`src/rtl/panel_pkg.sv`:
```
`default_nettype none
// ============================================================================
// panel_pkg : shared chain geometry and sequencer state encoding
// Rev 1.0   : initial release
// ============================================================================
package panel_pkg;

  localparam int CHAIN_BITS = 16;
  localparam int OUT_CHAINS = 4;
  localparam int IN_CHAINS  = 5;

  typedef enum logic [2:0] {
    WAIT   = 3'd0,
    SNAP   = 3'd1,
    SHOUT  = 3'd2,
    LATCH  = 3'd3,
    LOAD   = 3'd4,
    SHIN   = 3'd5,
    COMMIT = 3'd6
  } state_e;

  // Each serial-clock period is split into an A (falling) and B (rising) half.
  typedef enum logic {
    PH_A = 1'b0,
    PH_B = 1'b1
  } phase_e;

endpackage
`default_nettype wire

```
`src/rtl/serial_tick_gen.sv`:
```
`default_nettype none
// ============================================================================
// serial_tick_gen : one-cycle tick every CLK_DIV clocks, restartable by clear
// Rev 1.0         : initial release
// ============================================================================
module serial_tick_gen #(
  parameter int CLK_DIV = 4
) (
  input  logic clk_i,
  input  logic rst_ni,
  input  logic clear_i,
  output logic tick_o
);

  localparam int            CW   = (CLK_DIV > 1) ? $clog2(CLK_DIV) : 1;
  localparam logic [CW-1:0] LAST = CW'(CLK_DIV - 1);

  logic [CW-1:0] cnt_q, cnt_d;

  always_comb begin
    tick_o = !clear_i && (cnt_q == LAST);
    cnt_d  = cnt_q + 1'b1;
    if (clear_i || tick_o) cnt_d = '0;
  end

  always_ff @(posedge clk_i or negedge rst_ni) begin
    if (!rst_ni) cnt_q <= '0;
    else         cnt_q <= cnt_d;
  end

endmodule
`default_nettype wire

```
`src/rtl/serial_panel_sequencer.sv`:
```
`default_nettype none
// ============================================================================
// serial_panel_sequencer : framed 74LV595 lamp / 74LV165 switch chain driver
// Rev 1.0                : initial release
// ============================================================================
module serial_panel_sequencer
  import panel_pkg::*;
#(
  parameter int CLK_DIV    = 4,
  parameter int CHAIN_BITS = panel_pkg::CHAIN_BITS,
  parameter int OUT_CHAINS = panel_pkg::OUT_CHAINS,
  parameter int IN_CHAINS  = panel_pkg::IN_CHAINS,
  parameter int REFRESH    = 50000
) (
  input  logic                             clk,
  input  logic                             resetn,
  input  logic [OUT_CHAINS*CHAIN_BITS-1:0] out_data,
  input  logic                             frame_req,
  output logic [IN_CHAINS*CHAIN_BITS-1:0]  in_data,
  output logic                             in_update,
  output logic                             busy,
  output logic                             SRCLK,
  output logic                             RCLK,
  output logic                             SH_LDn,
  output logic [OUT_CHAINS-1:0]            SER,
  input  logic [IN_CHAINS-1:0]             QH
);

  localparam int            BW       = (CHAIN_BITS > 1) ? $clog2(CHAIN_BITS) : 1;
  localparam int            RW       = (REFRESH > 1) ? $clog2(REFRESH) : 1;
  localparam logic [BW-1:0] BIT_MSB  = BW'(CHAIN_BITS - 1);
  localparam logic [RW-1:0] REF_LAST = RW'(REFRESH - 1);

  state_e                                 state_q, state_d;
  phase_e                                 ph_q, ph_d;
  logic [BW-1:0]                          bit_q, bit_d;
  logic [RW-1:0]                          ref_q, ref_d;
  logic                                   pend_q, pend_d;
  logic [OUT_CHAINS-1:0][CHAIN_BITS-1:0]  shadow_q, shadow_d;
  logic [IN_CHAINS-1:0][CHAIN_BITS-1:0]   cap_q, cap_d;
  logic [IN_CHAINS-1:0][CHAIN_BITS-1:0]   hist_q, hist_d;
  logic [IN_CHAINS-1:0][CHAIN_BITS-1:0]   in_data_q, in_data_d;
  logic                                   in_update_q, in_update_d;
  logic                                   busy_q, busy_d;
  logic                                   srclk_q, srclk_d;
  logic                                   rclk_q, rclk_d;
  logic                                   shld_q, shld_d;
  logic [OUT_CHAINS-1:0]                  ser_q, ser_d;
  logic                                   tick;

  // Divider phase is re-aligned at every frame start.
  serial_tick_gen #(
    .CLK_DIV (CLK_DIV)
  ) u_tick (
    .clk_i   (clk),
    .rst_ni  (resetn),
    .clear_i ((state_q == WAIT) || (state_q == SNAP)),
    .tick_o  (tick)
  );

  always_comb begin
    state_d     = state_q;
    ph_d        = ph_q;
    bit_d       = bit_q;
    ref_d       = ref_q;
    pend_d      = pend_q;
    shadow_d    = shadow_q;
    cap_d       = cap_q;
    hist_d      = hist_q;
    in_data_d   = in_data_q;
    in_update_d = 1'b0;
    busy_d      = busy_q;
    srclk_d     = srclk_q;
    rclk_d      = rclk_q;
    shld_d      = shld_q;
    ser_d       = ser_q;

    if (frame_req && (state_q != WAIT)) pend_d = 1'b1;

    case (state_q)
      WAIT: begin
        if (frame_req || pend_q || (ref_q == REF_LAST)) begin
          state_d = SNAP;
          pend_d  = 1'b0;
          ref_d   = '0;
          busy_d  = 1'b1;
        end else begin
          ref_d = ref_q + 1'b1;
        end
      end
      SNAP: begin
        shadow_d = out_data;
        state_d  = SHOUT;
        bit_d    = BIT_MSB;
        ph_d     = PH_A;
      end
      SHOUT: if (tick) begin
        if (ph_q == PH_A) begin
          srclk_d = 1'b0;
          for (int k = 0; k < OUT_CHAINS; k++) ser_d[k] = shadow_q[k][bit_q];
          ph_d = PH_B;
        end else begin
          srclk_d = 1'b1;
          ph_d    = PH_A;
          if (bit_q == '0) state_d = LATCH;
          else             bit_d   = bit_q - 1'b1;
        end
      end
      LATCH: if (tick) begin
        if (ph_q == PH_A) begin
          srclk_d = 1'b0;
          rclk_d  = 1'b1;
          ph_d    = PH_B;
        end else begin
          rclk_d  = 1'b0;
          ph_d    = PH_A;
          state_d = LOAD;
        end
      end
      LOAD: if (tick) begin
        if (ph_q == PH_A) begin
          shld_d = 1'b0;
          ph_d   = PH_B;
        end else begin
          shld_d  = 1'b1;
          ph_d    = PH_A;
          bit_d   = BIT_MSB;
          state_d = SHIN;
        end
      end
      // The first sample after load is the H input, so it lands in the MSB.
      SHIN: if (tick) begin
        if (ph_q == PH_A) begin
          srclk_d = 1'b0;
          for (int k = 0; k < IN_CHAINS; k++) cap_d[k][bit_q] = QH[k];
          if (bit_q == '0) state_d = COMMIT;
          else             ph_d    = PH_B;
        end else begin
          srclk_d = 1'b1;
          ph_d    = PH_A;
          bit_d   = bit_q - 1'b1;
        end
      end
      COMMIT: begin
        if ((cap_q == hist_q) && (cap_q != in_data_q)) begin
          in_data_d   = cap_q;
          in_update_d = 1'b1;
        end
        hist_d  = cap_q;
        busy_d  = 1'b0;
        ref_d   = '0;
        ph_d    = PH_A;
        state_d = WAIT;
      end
      default: state_d = WAIT;
    endcase
  end

  always_ff @(posedge clk or negedge resetn) begin
    if (!resetn) begin
      state_q     <= WAIT;
      ph_q        <= PH_A;
      bit_q       <= '0;
      ref_q       <= '0;
      pend_q      <= 1'b0;
      shadow_q    <= '0;
      cap_q       <= '0;
      hist_q      <= '0;
      in_data_q   <= '0;
      in_update_q <= 1'b0;
      busy_q      <= 1'b0;
      srclk_q     <= 1'b0;
      rclk_q      <= 1'b0;
      shld_q      <= 1'b1;
      ser_q       <= '0;
    end else begin
      state_q     <= state_d;
      ph_q        <= ph_d;
      bit_q       <= bit_d;
      ref_q       <= ref_d;
      pend_q      <= pend_d;
      shadow_q    <= shadow_d;
      cap_q       <= cap_d;
      hist_q      <= hist_d;
      in_data_q   <= in_data_d;
      in_update_q <= in_update_d;
      busy_q      <= busy_d;
      srclk_q     <= srclk_d;
      rclk_q      <= rclk_d;
      shld_q      <= shld_d;
      ser_q       <= ser_d;
    end
  end

  assign in_data   = in_data_q;
  assign in_update = in_update_q;
  assign busy      = busy_q;
  assign SRCLK     = srclk_q;
  assign RCLK      = rclk_q;
  assign SH_LDn    = shld_q;
  assign SER       = ser_q;

endmodule
`default_nettype wire

```
`config.mk`:
```
export PLATFORM = sky130hd
export DESIGN_NAME = serial_panel_sequencer
export DESIGN_NICKNAME = d
export VERILOG_FILES = /design/src/rtl/panel_pkg.sv /design/src/rtl/serial_tick_gen.sv /design/src/rtl/serial_panel_sequencer.sv
export SDC_FILE = /design/constraint.sdc
export NUM_CORES = 1
export LEC_CHECK = 0
export BUFFER_PORTS_ARGS = -buffer_cell sky130_fd_sc_hd__buf_2
export CAP_MARGIN = 20
export CORE_ASPECT_RATIO = 0.7
export CORE_UTILIZATION = 55
export CTS_BUF_LIST = sky130_fd_sc_hd__clkbuf_2
export DETAILED_ROUTE_END_ITERATION = 6
export HOLD_SLACK_MARGIN = 0.02
export PLACE_DENSITY = 0.86
export SYNTH_ARGS = -nofsm -noshare
export SYNTH_HDL_FRONTEND = slang
export SYNTH_HIERARCHICAL = 1
export SYNTH_SLANG_ARGS = --single-unit
```
`constraint.sdc`:
```
create_clock -name clk -period 3 [get_ports clk]
set_clock_uncertainty 0.15 [all_clocks]
set_input_delay 0.6 -clock clk [delete_from_list [all_inputs] [get_ports clk]]
set_output_delay 0.6 -clock clk [all_outputs]
set_load 0.005 [all_outputs]
```
Word level (Yosys, flattened, before mapping):

Cells that the tools add are included.

* add/subtract/negate cells: 3
* eq/ne operators: 26
* reductions and logical operators: 29
* bitwise logic cells: 1
* muxes and demuxes: 56
* order comparisons: 2

Operator list (count)
* bitwise mux 16 bit: 5
* == test 80 bit: 1
* != test 80 bit: 1
* two-way mux 3 bit: 11
* one-hot mux 16 bit (2 select lines): 1
* two-way mux 4 bit: 7
* != test 2 bit (second input constant): 13
* two-way mux 1 bit: 20
* one-hot mux 3 bit (6 select lines): 1
* adder 16 x 1 -> 16 bit (second input constant): 1
* binary-select mux 1 bit (select 4 bit): 4
* == test 16 bit (second input constant): 1
* two-way mux 16 bit: 1
* one-hot mux 4 bit (4 select lines): 1
* AND reduction 11 bit: 1
* == test 3 bit (second input constant): 3
* AND reduction 3 bit: 3
* AND reduction 2 bit: 4
* AND reduction 8 bit: 1
* == test 3 x 2 -> 1 bit (second input constant): 2
* != test 2 x 1 -> 1 bit (second input constant): 3
* nonzero test 3 bit: 2
* less-than comparator 4 x 5 -> 1 bit (second input constant): 1
* demux 1 bit (select 4 bit): 1
* other kinds (19): 28

* register bits after elaboration: 340
* bits of input ports: 72

Longest topological paths before layout:

* word-level depth: 6
* depth in mapped cells: 10

By module:

The synthesis kept the hierarchy.

Modules (own cells, without submodules)
* serial_panel_sequencer: cells an instance 1118, area each 15727.6 um^2, seq. area each 8459.4 um^2, instances 1
* serial_tick_gen: cells an instance 6, area each 86.3 um^2, seq. area each 50.0 um^2, instances 1

Worst setup path after synthesis:

No wires, ideal clock.

* path kind: register to register
* from: register state_q[1]
* to: register cap_q[0] in the netlist's numbering
* arrival time: 2.518 ns
* path slack: 0.207 ns
* required time: 2.725 ns
* buffers on the path: 2
* clock period less this slack: 2.793 ns
* cell stages (with the launch flop): 11
* path through: dfrtp_1 > clkbuf_1 > nor2_1 > nor2b_1 > inv_1 > nor2_1 > nand2_1 > nor2_1 > clkbuf_1 > nand3_1 > mux2_2

* word-level cells in the longest chain between the ends: 5
* elaborated cells between the ends (all ways): 7

RTL lines
* from (decl): line serial_panel_sequencer.sv:34 `state_e state_q, state_d;`
* from (signal assigned): line serial_panel_sequencer.sv:177 `state_q <= state_d;`
* == test 3 x 1 -> 1 bit / logical NOT 3 bit (equally long branches): line serial_panel_sequencer.sv:57 `.clear_i ((state_q == WAIT) || (state_q == SNAP)),`
* logical OR 1 bit *: line serial_panel_sequencer.sv:57
* logical NOT 1 bit *: line serial_tick_gen.sv:21 `tick_o = !clear_i && (cnt_q == LAST);`
* logical AND 1 bit *: line serial_tick_gen.sv:21
* named net tick: line serial_panel_sequencer.sv:49 `logic tick;`
* AND reduction 3 bit (no line) *
* to (signal assigned): line serial_panel_sequencer.sv:183 `cap_q <= cap_d;`
* to (decl): line serial_panel_sequencer.sv:40 `logic [IN_CHAINS-1:0][CHAIN_BITS-1:0] cap_q, cap_d;`

The timed path passes the listed nets; every way through them passes the cells marked *.
A chain may end at the register's enable or synchronous reset.

Worst setup path in the final report:

* from: register cap_q[19] in the netlist's numbering
* to: register in_data_q, in the netlist in_data[69]

* word-level cells in the longest chain between the ends: 3
* elaborated cells between the ends (all ways): 4

RTL lines
* == test 80 bit / != test 80 bit (equally long branches): line serial_panel_sequencer.sv:145 `if ((cap_q == hist_q) && (cap_q != in_data_q)) begin`
* logical AND 1 bit *: line serial_panel_sequencer.sv:145
* AND reduction 2 bit (no line) *
* to (signal assigned): line serial_panel_sequencer.sv:185 `in_data_q <= in_data_d;`
* to (decl): line serial_panel_sequencer.sv:42 `logic [IN_CHAINS-1:0][CHAIN_BITS-1:0] in_data_q, in_data_d;`

Mark *: on every way between the ends. The rest lies on a longest branch, timed or not.

==> run summary <==
Counting flops and latches in the post-synthesis netlist gives 340. Of the total synthesized cell area, the portion taken by AND, OR, NAND and NOR gates is 6.08%. For this design the ratio of total power to cell area is 445 nW/µm².

The clock-pin transition on the worst setup and hold timing paths was 0.10 ns; the largest net degree at the start of global routing was 68. The number of buffers on the longest clock path came out at 3. The fraction of final layout cells sized beyond drive strength 1 is 45.5%, and the highest achievable clock rate is 0.341 GHz.

The clock net sink count is 340. In this run the horizontal extent of the chip is 205 µm. Once placement completed, the tool counted placed cells totaling 1656.

For the total of endpoints with negative setup slack in the final report, the log shows 0. The portion of synthesized area spent on multiplexers is 26.8%. Of the synthesized area, sequential elements account for 53.8%.

The data arrival time at the worst-slack endpoint came out at 3.59 ns. For the worst setup path, the data required time is 3.66 ns. The first global-routing pass estimated 63000 µm of wire. Worst reg2reg path endpoint: in_data[69]. The vertical die dimension was 144 µm; the highest ir drop seen on vdd was 0.000339 V. The reg-to-reg setup timing slack came out at 0.07 ns.

The clock buffer count from CTS was 81; the area share of the largest cell type after synthesis was 53.6%. Max-capacitance violation count: 0. The flow ran to the end, and the final reports show no timing, DRC or antenna violations.

At the later pin of the worst-skew pair, clock insertion delay measures 0.93 ns. The final-report max-slew violation count was 0; the count of unresolved DRC violations after routing was 0. TritonCTS built the clock tree. The xor/xnor cell area share of the yosys netlist came out at 9.03%. For the CTS H-tree depth, the log shows 3. In the post-synthesis netlist, the biggest area contributors are sky130_fd_sc_hd__dfrtp_1 (54%), sky130_fd_sc_hd__mux2_2 (17%), sky130_fd_sc_hd__mux2_4 (7.0%), sky130_fd_sc_hd__xnor2_1 (5.1%), sky130_fd_sc_hd__xor2_1 (3.9%). The worst setup path is launched from a flip-flop. The tools report the nature of the critical path endpoint as a flip-flop. CTS placed an instance of sky130_fd_sc_hd__clkbuf_2 at the clock tree root.

The leading cell type in the layout, fill and taps excluded was sky130_fd_sc_hd__dfrtp_1. The routed design could run at a clock period as short as 2.93 ns. At the pin with the least slew margin, the transition time is 0.921 ns. Area enclosed by the die boundary: 29400 µm².

Across every metal layer, demand over resource in global routing totals 28.6%. The synthesized netlist devotes 2.17% of its cell area to compound gates. After Yosys synthesis, full adders, half adders and majority gates account for 0.554% of the synthesized area.

The kind of critical path is reg -> reg. The tools report the boundary pin count as 161. The post-route clock period utilization is 97.7%, and the hold violation count in the final report is 0.

In the layout the commonest cells are sky130_fd_sc_hd__dfrtp_1 (338), sky130_fd_sc_hd__mux2_2 (235), sky130_fd_sc_hd__buf_2 (159). Summed over all cells, the static leakage comes to 0.00923 µW. The average vias per placed instance was 5.77. The number of nets in the final layout is 1516.

In this run, the number of DRC markers left after iteration 0 of detailed routing was 771. End of the critical path: in_data[69]. Fill cells in the final layout number 1915. The routed wire length per instance is 22.0 µm. For this configuration, the core starts out at a cell density of 56.5%.

Compared with the post-synthesis result, the final layout area differs by 19.0%. The tools report the number of synthesis warnings as 6. Of all nets on the critical path, the largest fanout is 29.

Counting every instance in the synthesized netlist gives 1124. The critical path starts at cap_q[19]. Buffers placed on the I/O ports in this run total 160. The post-synthesis cell type count is 45, and the via count of the first global-routing pass is 11147.

The number of nets handed over by synthesis was 1203. A synthesized cell averages 14.1 µm². Detailed placement ended at an HPWL of 27200 µm. The run gives 3 as the number of antenna violations at the first check in global routing. Measured against its own limit, the worst slew margin works out to 38.6%. At the end of routability-driven placement, the weighted congestion stood at 0.905. The tools report the origin of the critical flop-to-flop path as cap_q[19].

The total via count in the routed design is 10732. Before CTS, the worst setup slack after placement is -0.0927 ns. Summed over all layers, the global routing overflow is 0. The tightest hold margin was 0.0798 ns; the setup slack after layout was 0.0700 ns.

The synthesized netlist occupies a cell area of 15800 µm². The dominant cell type by area after synthesis is sky130_fd_sc_hd__dfrtp_1. The detail route stage leaves a number of antenna-violating nets equal to 0. The largest family of logic cells by synthesized area was multiplexers. The finished layout holds 1861 standard cells, fillers aside. For this run, the leading register cell type out of synthesis is sky130_fd_sc_hd__dfrtp_1. The placeable core region was 28000 µm²; the number of flops mapped to enable cells by yosys was 0.

The first TritonRoute pass finished after 5 iterations. The floorplan has 51 rows. The share of synthesized flip-flops with an asynchronous set or reset was 100%; the wire length reported by the detailed router was 40900 µm. The worst hold path belongs to the class in -> async. The depth of the most critical reg-to-reg path works out to 8.
[metrics by stage]
stage               TNS, ns  area (µm²)  utilization [%]  power [µW]
floorplan                 0       15800                -        5060
global placement      -3.05       17300             61.9        5320
detailed placement    -2.34       17300             61.9        5350
CTS                       0       18700             66.8        8400
global route         -0.107       18800             67.2        8720
finish                    0       18800             67.2        8370
[synth_stat cells, types with 2 or more instances]
master / instances
sky130_fd_sc_hd__mux2_2: 235
sky130_fd_sc_hd__nand2b_1: 3
sky130_fd_sc_hd__nor4_1: 23
sky130_fd_sc_hd__ha_1: 7
sky130_fd_sc_hd__and2_1: 4
sky130_fd_sc_hd__o41ai_1: 2
sky130_fd_sc_hd__buf_6: 8
sky130_fd_sc_hd__nor2b_1: 4
sky130_fd_sc_hd__nor2_1: 16
sky130_fd_sc_hd__xnor2_1: 92
sky130_fd_sc_hd__dfrtp_1: 339
sky130_fd_sc_hd__nor3_1: 9
sky130_fd_sc_hd__inv_1: 5
sky130_fd_sc_hd__a21oi_1: 9
sky130_fd_sc_hd__nand2_1: 46
sky130_fd_sc_hd__mux2_4: 74
sky130_fd_sc_hd__nand4_1: 33
sky130_fd_sc_hd__mux2i_1: 3
sky130_fd_sc_hd__a31oi_1: 4
sky130_fd_sc_hd__clkbuf_1: 36
sky130_fd_sc_hd__xor2_1: 71
sky130_fd_sc_hd__and3_1: 7
sky130_fd_sc_hd__nand3_1: 19
sky130_fd_sc_hd__nor4bb_1: 2
sky130_fd_sc_hd__mux4_2: 20
sky130_fd_sc_hd__o21ai_0: 27
sky130_fd_sc_hd__or3_1: 2
sky130_fd_sc_hd__o31ai_1: 7
[worst max-delay path: stages, from the launching register on]
cell and delay [ns]:
sky130_fd_sc_hd__dfrtp_1 0.45, sky130_fd_sc_hd__xnor2_1 0.37, sky130_fd_sc_hd__nand4_1 0.26, sky130_fd_sc_hd__nor4_2 0.29
sky130_fd_sc_hd__nand4_1 0.25, sky130_fd_sc_hd__o2111ai_4 0.28, sky130_fd_sc_hd__buf_12 0.18, sky130_fd_sc_hd__buf_16 0.23
sky130_fd_sc_hd__mux2_2 0.37
[area by class of cell]
class,instances,area (µm²),share of cell area [%]
diodes,2,5.00,0.0266
multi-input cells,734,7120,37.8
well taps,371,464,2.47
clock inverters,18,125,0.665
repair buffers,275,2000,10.6
flip-flops and latches,340,8510,45.2
inverters,5,18.8,0.0997
clock buffers,116,581,3.08
[logic make-up (layout without fill, tap and decap cells)]
| kind of cell | count (synthesis) | in the layout |
|---|---|---|
| buffers and inverters | 50 | 414 |
| adders and majority gates | 7 | 7 |
| other | 0 | 2 |
| muxes | 332 | 332 |
| AOI/OAI and AO/OA | 55 | 55 |
| DFF | 340 | 340 |
| and+or+nand+nor | 177 | 177 |
| xor gates and xnor gates | 163 | 163 |
[state kept, by name (all words and copies together) (netlist names), 2 cells and up]
signal,flops
state_q,3
in_data,80
ref_q,16
SER,4
hist_q,80
bit_q,4
cap_q,80
u_tick/cnt_q,2
shadow_q,64
[routing by layer]
| metal | share of wire [%] | GRT usage [%] |
|---|---|---|
| met1 | 44 | 39.6 |
| met4 | 2.1 | 11.1 |
| met2 | 47 | 43.4 |
| met5 | 0 | 0 |
| met3 | 7.5 | 6.98 |
[worst min path at each step]
stage / startpoint / to / slack (ns)
detailed placement: u_tick/cnt_q[0] / u_tick/cnt_q[0] / 0.30
finish: resetn / ref_q[5] / 0.08
global route: QH[2] / cap_q[47] / 0.07
CTS: resetn / in_data[14] / 0.05
global placement: u_tick/cnt_q[0] / u_tick/cnt_q[0] / 0.28
floorplan: resetn / RCLK / 0.15
[timing repair]
item / CTS / global route
hold buffers: 66 / 0
pin swaps: 0 / 4
setup buffers: 0 / 2
resized for setup: 2 / 9
gates cloned: 0 / 1
setup endpoints to repair: 77 / 72
hold endpoints to repair: 385 / 0
[where the power goes]
group	switching, µW	leakage (µW)	internal, µW	total, µW
logic	262	0.00433	277	539
clock network	1840	0.000541	1190	3030
registers	119	0.00436	4680	4800
total	2220	0.00923	6150	8370
(Power assumes the default switching activity.)
